==> src/rtl/piso_shift_tx_pkg.sv <==
// Shared definitions for the serial transmit path (transmitter and matching receiver).
package piso_shift_tx_pkg;

  typedef enum logic {
    IDLE  = 1'b0,
    SHIFT = 1'b1
  } piso_state_e;

  localparam int PISO_WIDTH_DEFAULT = 8;

endpackage

==> src/rtl/piso_bit_counter.sv <==
// Loadable down-counter holding the number of frame bits left after the one on the line.
module piso_bit_counter #(
  parameter int WIDTH = 8
) (
  input  logic clk,
  input  logic rst_n,
  input  logic load,
  input  logic dec,
  output logic zero
);

  localparam int CW = (WIDTH > 1) ? $clog2(WIDTH) : 1;

  logic [CW-1:0] cnt;

  // A load wins over a decrement so a back-to-back reload restarts the count.
  always_ff @(posedge clk or negedge rst_n) begin
    if (!rst_n) begin
      cnt <= '0;
    end else if (load) begin
      cnt <= CW'(WIDTH - 1);
    end else if (dec && (cnt != '0)) begin
      cnt <= cnt - CW'(1);
    end
  end

  assign zero = (cnt == '0);

endmodule

==> src/rtl/piso_shift_tx.sv <==
// Parallel-in / serial-out transmitter: accepts a word on valid/ready and sends it LSB first.
//
// state | meaning
// IDLE  | no frame in flight; line parked at 0, ready for a word
// SHIFT | frame bit on sout; ready again once the last bit is on the line
module piso_shift_tx
  import piso_shift_tx_pkg::*;
#(
  parameter int WIDTH = PISO_WIDTH_DEFAULT
) (
  input  logic             clk,
  input  logic             rst_n,
  input  logic             load_valid,
  input  logic [WIDTH-1:0] load_data,
  output logic             load_ready,
  output logic             sout,
  output logic             sout_valid,
  output logic             frame_start,
  output logic             done
);

  piso_state_e      state, state_nxt;
  logic [WIDTH-1:0] sreg, sreg_nxt;
  logic             sout_nxt, sout_valid_nxt, frame_start_nxt, done_nxt;
  logic             cnt_load, cnt_dec, cnt_zero;
  logic             accept;

  piso_bit_counter #(.WIDTH(WIDTH)) u_bit_counter (
    .clk   (clk),
    .rst_n (rst_n),
    .load  (cnt_load),
    .dec   (cnt_dec),
    .zero  (cnt_zero)
  );

  assign load_ready = (state == IDLE) || ((state == SHIFT) && cnt_zero);
  assign accept     = load_valid && load_ready;

  always_comb begin
    state_nxt       = state;
    sreg_nxt        = sreg;
    sout_nxt        = 1'b0;
    sout_valid_nxt  = 1'b0;
    frame_start_nxt = 1'b0;
    done_nxt        = 1'b0;
    cnt_load        = 1'b0;
    cnt_dec         = 1'b0;

    if (accept) begin
      // A reload on the last bit keeps the line busy and still reports the finished word.
      state_nxt       = SHIFT;
      sreg_nxt        = load_data >> 1;
      sout_nxt        = load_data[0];
      sout_valid_nxt  = 1'b1;
      frame_start_nxt = 1'b1;
      done_nxt        = (state == SHIFT);
      cnt_load        = 1'b1;
    end else begin
      case (state)
        SHIFT: begin
          if (!cnt_zero) begin
            sreg_nxt       = sreg >> 1;
            sout_nxt       = sreg[0];
            sout_valid_nxt = 1'b1;
            cnt_dec        = 1'b1;
          end else begin
            state_nxt = IDLE;
            done_nxt  = 1'b1;
          end
        end
        default: begin
          state_nxt = IDLE;
        end
      endcase
    end
  end

  always_ff @(posedge clk or negedge rst_n) begin
    if (!rst_n) begin
      state       <= IDLE;
      sreg        <= '0;
      sout        <= 1'b0;
      sout_valid  <= 1'b0;
      frame_start <= 1'b0;
      done        <= 1'b0;
    end else begin
      state       <= state_nxt;
      sreg        <= sreg_nxt;
      sout        <= sout_nxt;
      sout_valid  <= sout_valid_nxt;
      frame_start <= frame_start_nxt;
      done        <= done_nxt;
    end
  end

endmodule
==> config.mk <==
export PLATFORM = sky130hd
export DESIGN_NAME = piso_shift_tx
export DESIGN_NICKNAME = d
export VERILOG_FILES = /design/src/rtl/piso_shift_tx_pkg.sv /design/src/rtl/piso_bit_counter.sv /design/src/rtl/piso_shift_tx.sv
export SDC_FILE = /design/constraint.sdc
export NUM_CORES = 1
export LEC_CHECK = 0
export ABC_CLOCK_PERIOD_IN_PS = 1680
export BUFFER_PORTS_ARGS = -buffer_cell sky130_fd_sc_hd__buf_4
export CORE_UTILIZATION = 40
export CTS_BUF_LIST = sky130_fd_sc_hd__clkbuf_16
export CTS_CLUSTER_DIAMETER = 60
export DETAILED_ROUTE_END_ITERATION = 6
export MAX_ROUTING_LAYER = met4
export SETUP_SLACK_MARGIN = 0.5
export SYNTH_ARGS = -nofsm -noshare
export SYNTH_HDL_FRONTEND = slang
export SYNTH_HIERARCHICAL = 1
export SYNTH_SLANG_ARGS = --single-unit
==> constraint.sdc <==
create_clock -name clk -period 1.68 [get_ports clk]
set_input_delay 0 -clock clk [delete_from_list [all_inputs] [get_ports clk]]
set_output_delay 0 -clock clk [all_outputs]
set_load 0.05 [all_outputs]
==> results of run 1 <==
## layer usage
layer  global-route usage  share of wire
met3               0.0408          0.048
met4               0.0727         0.0067
met1                0.181           0.46
met5                    -              0
met2                0.274           0.49
## worst max path at each step
stage / cells past startpoint / slack, ps / endpoint
floorplan: 8 / 60 / u_bit_counter/cnt[2]
CTS: 8 / 90 / u_bit_counter/cnt[2]
global placement: 7 / 60 / u_bit_counter/cnt[0]
global route: 7 / 30 / u_bit_counter/cnt[2]
finish: 7 / 100 / u_bit_counter/cnt[2]
detailed placement: 8 / 60 / u_bit_counter/cnt[2]
## area by class of cell
type / instances / area, um2 / share of cell area
flip-flops and latches: 14 / 352 / 0.316
clock inverters: 1 / 3.75 / 0.00337
repair buffers: 30 / 246 / 0.221
inverters: 4 / 22.5 / 0.0202
multi-input cells: 33 / 384 / 0.345
well taps: 24 / 30.0 / 0.0270
clock buffers: 3 / 75.1 / 0.0674
## registers in the layout, indices dropped and copies added (netlist names)
| name | cells |
|---|---|
| sreg | 7 |
| u_bit_counter/cnt | 3 |
| done | 1 |
| frame_start | 1 |
| sout | 1 |
| state | 1 |
## cells in the mapped netlist (2+ instances only)
library cell / number
a21oi_1: 3
and4bb_1: 2
dfrtp_1: 14
ha_1: 2
inv_1: 3
mux2_4: 12
nor2_1: 4
## tightest hold or removal path, delay by kind of cell
family        cells  cell delay [ps]
buf+inv           1               70
simple gates      1               70
mux               1               60
## cell usage in the layout (no fill, tap or decap)
master	synthesis	layout
buf_4	0	24
dfrtp_1	14	13
mux2_4	12	12
buf_6	1	5
inv_1	3	4
clkbuf_16	0	3
nor2_2	0	2
nor2_1	4	2
and4bb_1	2	2
a21oi_2	0	2
nor2b_4	1	1
inv_8	0	1
and2_4	0	1
and2_1	1	1
nand2b_2	1	1
nand2_1	1	1
nand3b_1	1	1
o21ai_1	0	1
mux2i_1	1	1
dlygate4sd3_1	0	1
dfrtp_2	0	1
or2b_1	1	1
nor4bb_4	0	1
a21oi_1	3	1
ha_2	0	1
ha_4	0	1
## what timing repair did
item / in CTS / in global routing
hold endpoints to repair: 14 / 0
hold buffers: 1 / 0
endpoints found under the setup margin: 14 / 15
resized for setup: 5 / 7
pin swaps: 3 / 2
buffers inserted: 8 / 4
cloned: 0 / 0
## power groups by stage
stage | combinational (mW) | clock, mW | sequential (mW)
after floorplan | 0.523 | 0 | 0.597
after global placement | 0.779 | 0 | 0.524
after detailed placement | 0.791 | 0 | 0.527
after CTS | 0.951 | 0.450 | 0.519
after global routing | 1.20 | 0.468 | 0.530
final | 1.12 | 0.440 | 0.520
## kinds of logic after synthesis
group / Yosys count / share of synthesized area
AND/OR/NAND/NOR: 14 / 0.147
flip-flops: 14 / 0.489
multiplexers: 13 / 0.265
buffers and inverters: 5 / 0.0366
AO/OA/AOI/OAI: 4 / 0.0279
adder cells (fa/ha/maj): 2 / 0.0349
==> impl_metrics.env, run 1 <==
export IMPL_path_clk_slew_ps=40
export IMPL_vdd_ir_drop_max_v=0.00104
export IMPL_setup_worst_path_class="reg2reg"
export IMPL_power_leakage_nw=0.574
export IMPL_timing_hold_ws_ps=13.4
export IMPL_vias_per_cell=4.61
export IMPL_r2r_start="u_bit_counter/cnt[0]"
export IMPL_cp_num_buf_inv=2
export IMPL_synth_edf_count=0
export IMPL_grt_max_degree=15
export IMPL_rows=14
export IMPL_fin_cells=109
export IMPL_critical_path_required_ps=1840
export IMPL_yosys_area_top_type="dfrtp_1"
export IMPL_p_seq_frac=0.250
export IMPL_cp_data_arrival_time_ps=1750
export IMPL_path_delay_family="simple AND/OR/NAND/NOR gates"
export IMPL_status="finished, final reports clean"
export IMPL_intPower_mw=1.41
export IMPL_async_flop_share=1.00
export IMPL_placedCellCount=92
export IMPL_routed_wl_mm=1.34
export IMPL_grt_pass1_wl_mm=2.24
export IMPL_dp_hpwl_um=869
export IMPL_nFillCells=117
export IMPL_setup_tns_ps=0
export IMPL_start_util=0.450
export IMPL_drv_cap=0
export IMPL_slowest_stage="dfrtp_1"
export IMPL_port_buffers=15
export IMPL_antenna_left=0
export IMPL_ys_types=19
export IMPL_r2r_slack_ps=100
export IMPL_num_nets_final=99
export IMPL_fin_ws_ps=95.6
export IMPL_num_io_pins=16
export IMPL_gp_congestion=0.681
export IMPL_path_cells="inv_1 > ha_2 > ha_4 > nor2b_4 > buf_6 > or2b_1 > a21oi_1"
export IMPL_cts_inserted_buffers=3
export IMPL_yosys_area_top_type_share=0.489
export IMPL_synthFlopType="dfrtp_1"
export IMPL_final_core_util=0.699
export IMPL_die_x_um=44.3
export IMPL_p_switching_uw=664
export IMPL_wl_per_cell_um=12.3
export IMPL_fmax_mhz=631
export IMPL_tightest_slew_ps=159
export IMPL_hp_class="in2reg"
export IMPL_worstSetupStartpointType="flop"
export IMPL_min_from="load_data[7]"
export IMPL_cts_sinks=14
export IMPL_p_comb_frac=0.538
export IMPL_seq_area_frac_synth=0.489
export IMPL_setup_viol=0
export IMPL_whs_path_depth=3
export IMPL_ctsLongestPathBuffers=2
export IMPL_syn_to_final_growth_pct=55.3
export IMPL_yosysWarnings=6
export IMPL_netlist_area_um2=717
export IMPL_die_area_um2=1970
export IMPL_drive_above_1_share=0.659
export IMPL_min_to="sreg[6]"
export IMPL_switching_share=0.319
export IMPL_rsz0062_at_grt="yes"
export IMPL_crit_start="u_bit_counter/cnt[0]"
export IMPL_grt_antenna_before_repair=0
export IMPL_diodes=0
export IMPL_relSlewSlack=0.891
export IMPL_firstDrtPassIters=1
export IMPL_power_mw=2.08
export IMPL_synth_area_leaders="dfrtp_1 (49%), mux2_4 (25%), and4bb_1 (3.5%)"
export IMPL_synthesis_area_per_instance_um2=13.8
export IMPL_end_kind="flop"
export IMPL_clk_latency_ps=240
export IMPL_clockPowerShare=0.212
export IMPL_cts_htree_levels=1
export IMPL_vias=503
export IMPL_dpl_worst_slack_ps=62.0
export IMPL_reg2reg_to="u_bit_counter/cnt[2]"
export IMPL_track_usage=0.163
export IMPL_crit_fanout=5
export IMPL_synth_seq_cells=14
export IMPL_maxSlewViolCount=0
export IMPL_finalClockSkew_ps=2.71
export IMPL_power_density_nw_per_um2=1870
export IMPL_fin_crit_sh=0.943
export IMPL_cts_tree="built"
export IMPL_max_stage_delay_ps=350
export IMPL_final_area_um2=1110
export IMPL_syn_inst=52
export IMPL_grt_pass1_vias=549
export IMPL_dpl_cell_area_um2=888
export IMPL_period_needed_ps=1580
export IMPL_die_h_um=44.3
export IMPL_hold_violations=0
export IMPL_grt_overflow_total=0
export IMPL_syn_nets=65
export IMPL_clockRootBuffer="clkbuf_16"
export IMPL_r2r_cells=7
export IMPL_drc=0
export IMPL_core_um2=1590
export IMPL_drt_iter0_drc=0
(Power assumes the default switching activity.)
==> inputs of run 2 (changes only) <==
--- a/config.mk
+++ b/config.mk
@@ -7,11 +7,11 @@
 export LEC_CHECK = 0
 export ABC_CLOCK_PERIOD_IN_PS = 1680
 export BUFFER_PORTS_ARGS = -buffer_cell sky130_fd_sc_hd__buf_4
-export CORE_UTILIZATION = 40
-export CTS_BUF_LIST = sky130_fd_sc_hd__clkbuf_16
+export CORE_UTILIZATION = 46
 export CTS_CLUSTER_DIAMETER = 60
 export DETAILED_ROUTE_END_ITERATION = 6
 export MAX_ROUTING_LAYER = met4
+export PLACE_DENSITY = 0.72
 export SETUP_SLACK_MARGIN = 0.5
 export SYNTH_ARGS = -nofsm -noshare
 export SYNTH_HDL_FRONTEND = slang
==> run 2 against run 1 <==
Flip-flop and latch count unchanged. Combinational power down 9.8%. Non-clock buffer count down 4. Sequential power up 1%. Largest cell class unchanged. Critical path depth up 1.
==> impl_metrics.env, run 2 (synthesis gave the netlist of run 1 again) <==
export IMPL_period_needed_ps=1600
export IMPL_vdd_ir_drop_max_v=0.000810
export IMPL_port_buffers=15
export IMPL_critical_path_required_ps=1830
export IMPL_crit_path_end="u_bit_counter/cnt[2]"
export IMPL_track_usage=0.177
export IMPL_seqCellArea_um2=352
export IMPL_rsz0062_at_grt="yes"
export IMPL_top_regs="sreg x7, u_bit_counter/cnt x3"
export IMPL_dp_hpwl_um=893
export IMPL_reg2reg_to="u_bit_counter/cnt[2]"
export IMPL_multi_input_area_um2=388
export IMPL_gp_congestion=0.685
export IMPL_setup_viol=0
export IMPL_cp_data_arrival_time_ps=1750
export IMPL_drv_cap=0
export IMPL_num_io_pins=16
export IMPL_antenna_left=0
export IMPL_layout_common_cells="buf_4 (21), dfrtp_1 (13), mux2_4 (12)"
export IMPL_r2r_slack_ps=80
export IMPL_cts_htree_levels=1
export IMPL_die_h_um=41.5
export IMPL_drt_iter0_drc=9
export IMPL_die_area_um2=1720
export IMPL_hold_violations=0
export IMPL_fmax_mhz=626
export IMPL_largest_register_ffs=7
export IMPL_crit_fanout=5
export IMPL_rows=13
export IMPL_maxSlewViolCount=0
export IMPL_r2r_cells=8
export IMPL_hp_class="in2reg"
export IMPL_power_density_nw_per_um2=1700
export IMPL_clockRootBuffer="clkbuf_4"
export IMPL_finalClockSkew_ps=3.72
export IMPL_core_um2=1380
export IMPL_diodes=0
export IMPL_setup_worst_path_class="reg2reg"
export IMPL_grt_pass1_vias=481
export IMPL_start_util=0.519
export IMPL_cts_inserted_buffers=3
export IMPL_status="finished, final reports clean"
export IMPL_relSlewSlack=0.855
export IMPL_grt_pass1_wl_mm=2.24
export IMPL_num_nets_final=95
export IMPL_grt_max_degree=15
export IMPL_mostFrequentLayoutCell="buf_4"
export IMPL_cts_tree="built"
export IMPL_clk_latency_ps=270
export IMPL_vias=501
export IMPL_fin_crit_sh=0.951
export IMPL_ctsLongestPathBuffers=2
export IMPL_regMostFlops="sreg"
export IMPL_routed_wl_mm=1.45
export IMPL_setup_tns_ps=0
export IMPL_power_leakage_nw=0.523
export IMPL_firstDrtPassIters=4
export IMPL_tightest_slew_ps=217
export IMPL_drc=0
export IMPL_wl_per_cell_um=15.1
export IMPL_end_kind="flop"
export IMPL_grt_overflow_total=0
export IMPL_nFillCells=92
export IMPL_path_clk_slew_ps=80
export IMPL_grt_antenna_before_repair=0
export IMPL_syn_to_final_growth_pct=41.9
export IMPL_crit_start="u_bit_counter/cnt[1]"
export IMPL_r2r_start="u_bit_counter/cnt[1]"
export IMPL_timing_hold_ws_ps=77.3
export IMPL_cts_sinks=14
export IMPL_drive_above_1_share=0.605
export IMPL_worstSetupStartpointType="flop"
export IMPL_die_x_um=41.5
export IMPL_vias_per_cell=5.22
run 2: cell count changes in the layout (fill, tap and decap cells not counted), sizes merged:
| cell | previous run | this run |
|---|---|---|
| clkbuf | 3 | 4 |
| buf | 29 | 23 |
| dlygate4sd3 | 1 | 3 |
| inv | 5 | 4 |
run 2: metrics by stage:
| stage | util | cell area, um2 | instances | power (mW) | setup slack [ps] |
|---|---|---|---|---|---|
| 2_1_floorplan | - | 742 | 52 | 1.12 | 62.9 |
| 3_3_place_gp | 0.634 | 877 | 83 | 1.31 | 76.9 |
| 3_5_place_dp | 0.634 | 877 | 83 | 1.32 | 44.9 |
| 4_1_cts | 0.710 | 981 | 95 | 1.61 | 86.1 |
| 5_1_grt | 0.736 | 1020 | 96 | 1.85 | 33.2 |
| 6_report | 0.736 | 1020 | 96 | 1.73 | 81.7 |
run 2: layout make-up:
cell class,count,share of cell area
sequential,14,0.346
inverter,4,0.0221
timing repair buffer,26,0.207
clock buffer,4,0.0258
tap,15,0.0185
multi-input combinational,33,0.381
run 2: what timing repair did:
| action | 4_1_cts | 5_1_grt |
|---|---|---|
| pin swaps | 3 | 2 |
| gates resized for setup | 2 | 7 |
| setup endpoints to repair | 13 | 14 |
| hold buffers | 3 | 0 |
| endpoints found under the hold margin | 16 | 0 |
| setup buffers | 5 | 1 |
| cloned | 0 | 0 |
run 2: worst min path at each step:
stage | start | end | slack (ps) | cells after the start
6_report | load_data[2] | sreg[1] | 80 | 3
5_1_grt | load_data[2] | sreg[1] | 60 | 3
4_1_cts | load_valid | sout | 70 | 3
3_5_place_dp | rst_n | sreg[0] | -140 | 1
3_3_place_gp | rst_n | sreg[0] | -140 | 1
2_1_floorplan | rst_n | done | -300 | 0
run 2: power by group:
part	switching, mW	internal (mW)
clock network	0.104	0.0919
logic	0.461	0.549
registers	0.0678	0.458
total	0.633	1.10
run 2: per-layer routing:
metal / share of wire / GRT usage / vias up
met5: 0 / - / -
met4: 0.0069 / 0.0581 / 0
met3: 0.038 / 0.0522 / 2
met2: 0.49 / 0.278 / 14
met1: 0.46 / 0.218 / 249
li1: - / - / 236
run 2: critical path, cell delays in order, from the launching register on:
cell and delay (ps):
dfrtp_1 390, inv_2 50, ha_4 150, ha_4 160, nor2b_4 180, inv_8 40
and2_4 150, nor4bb_4 270, a21oi_1 70
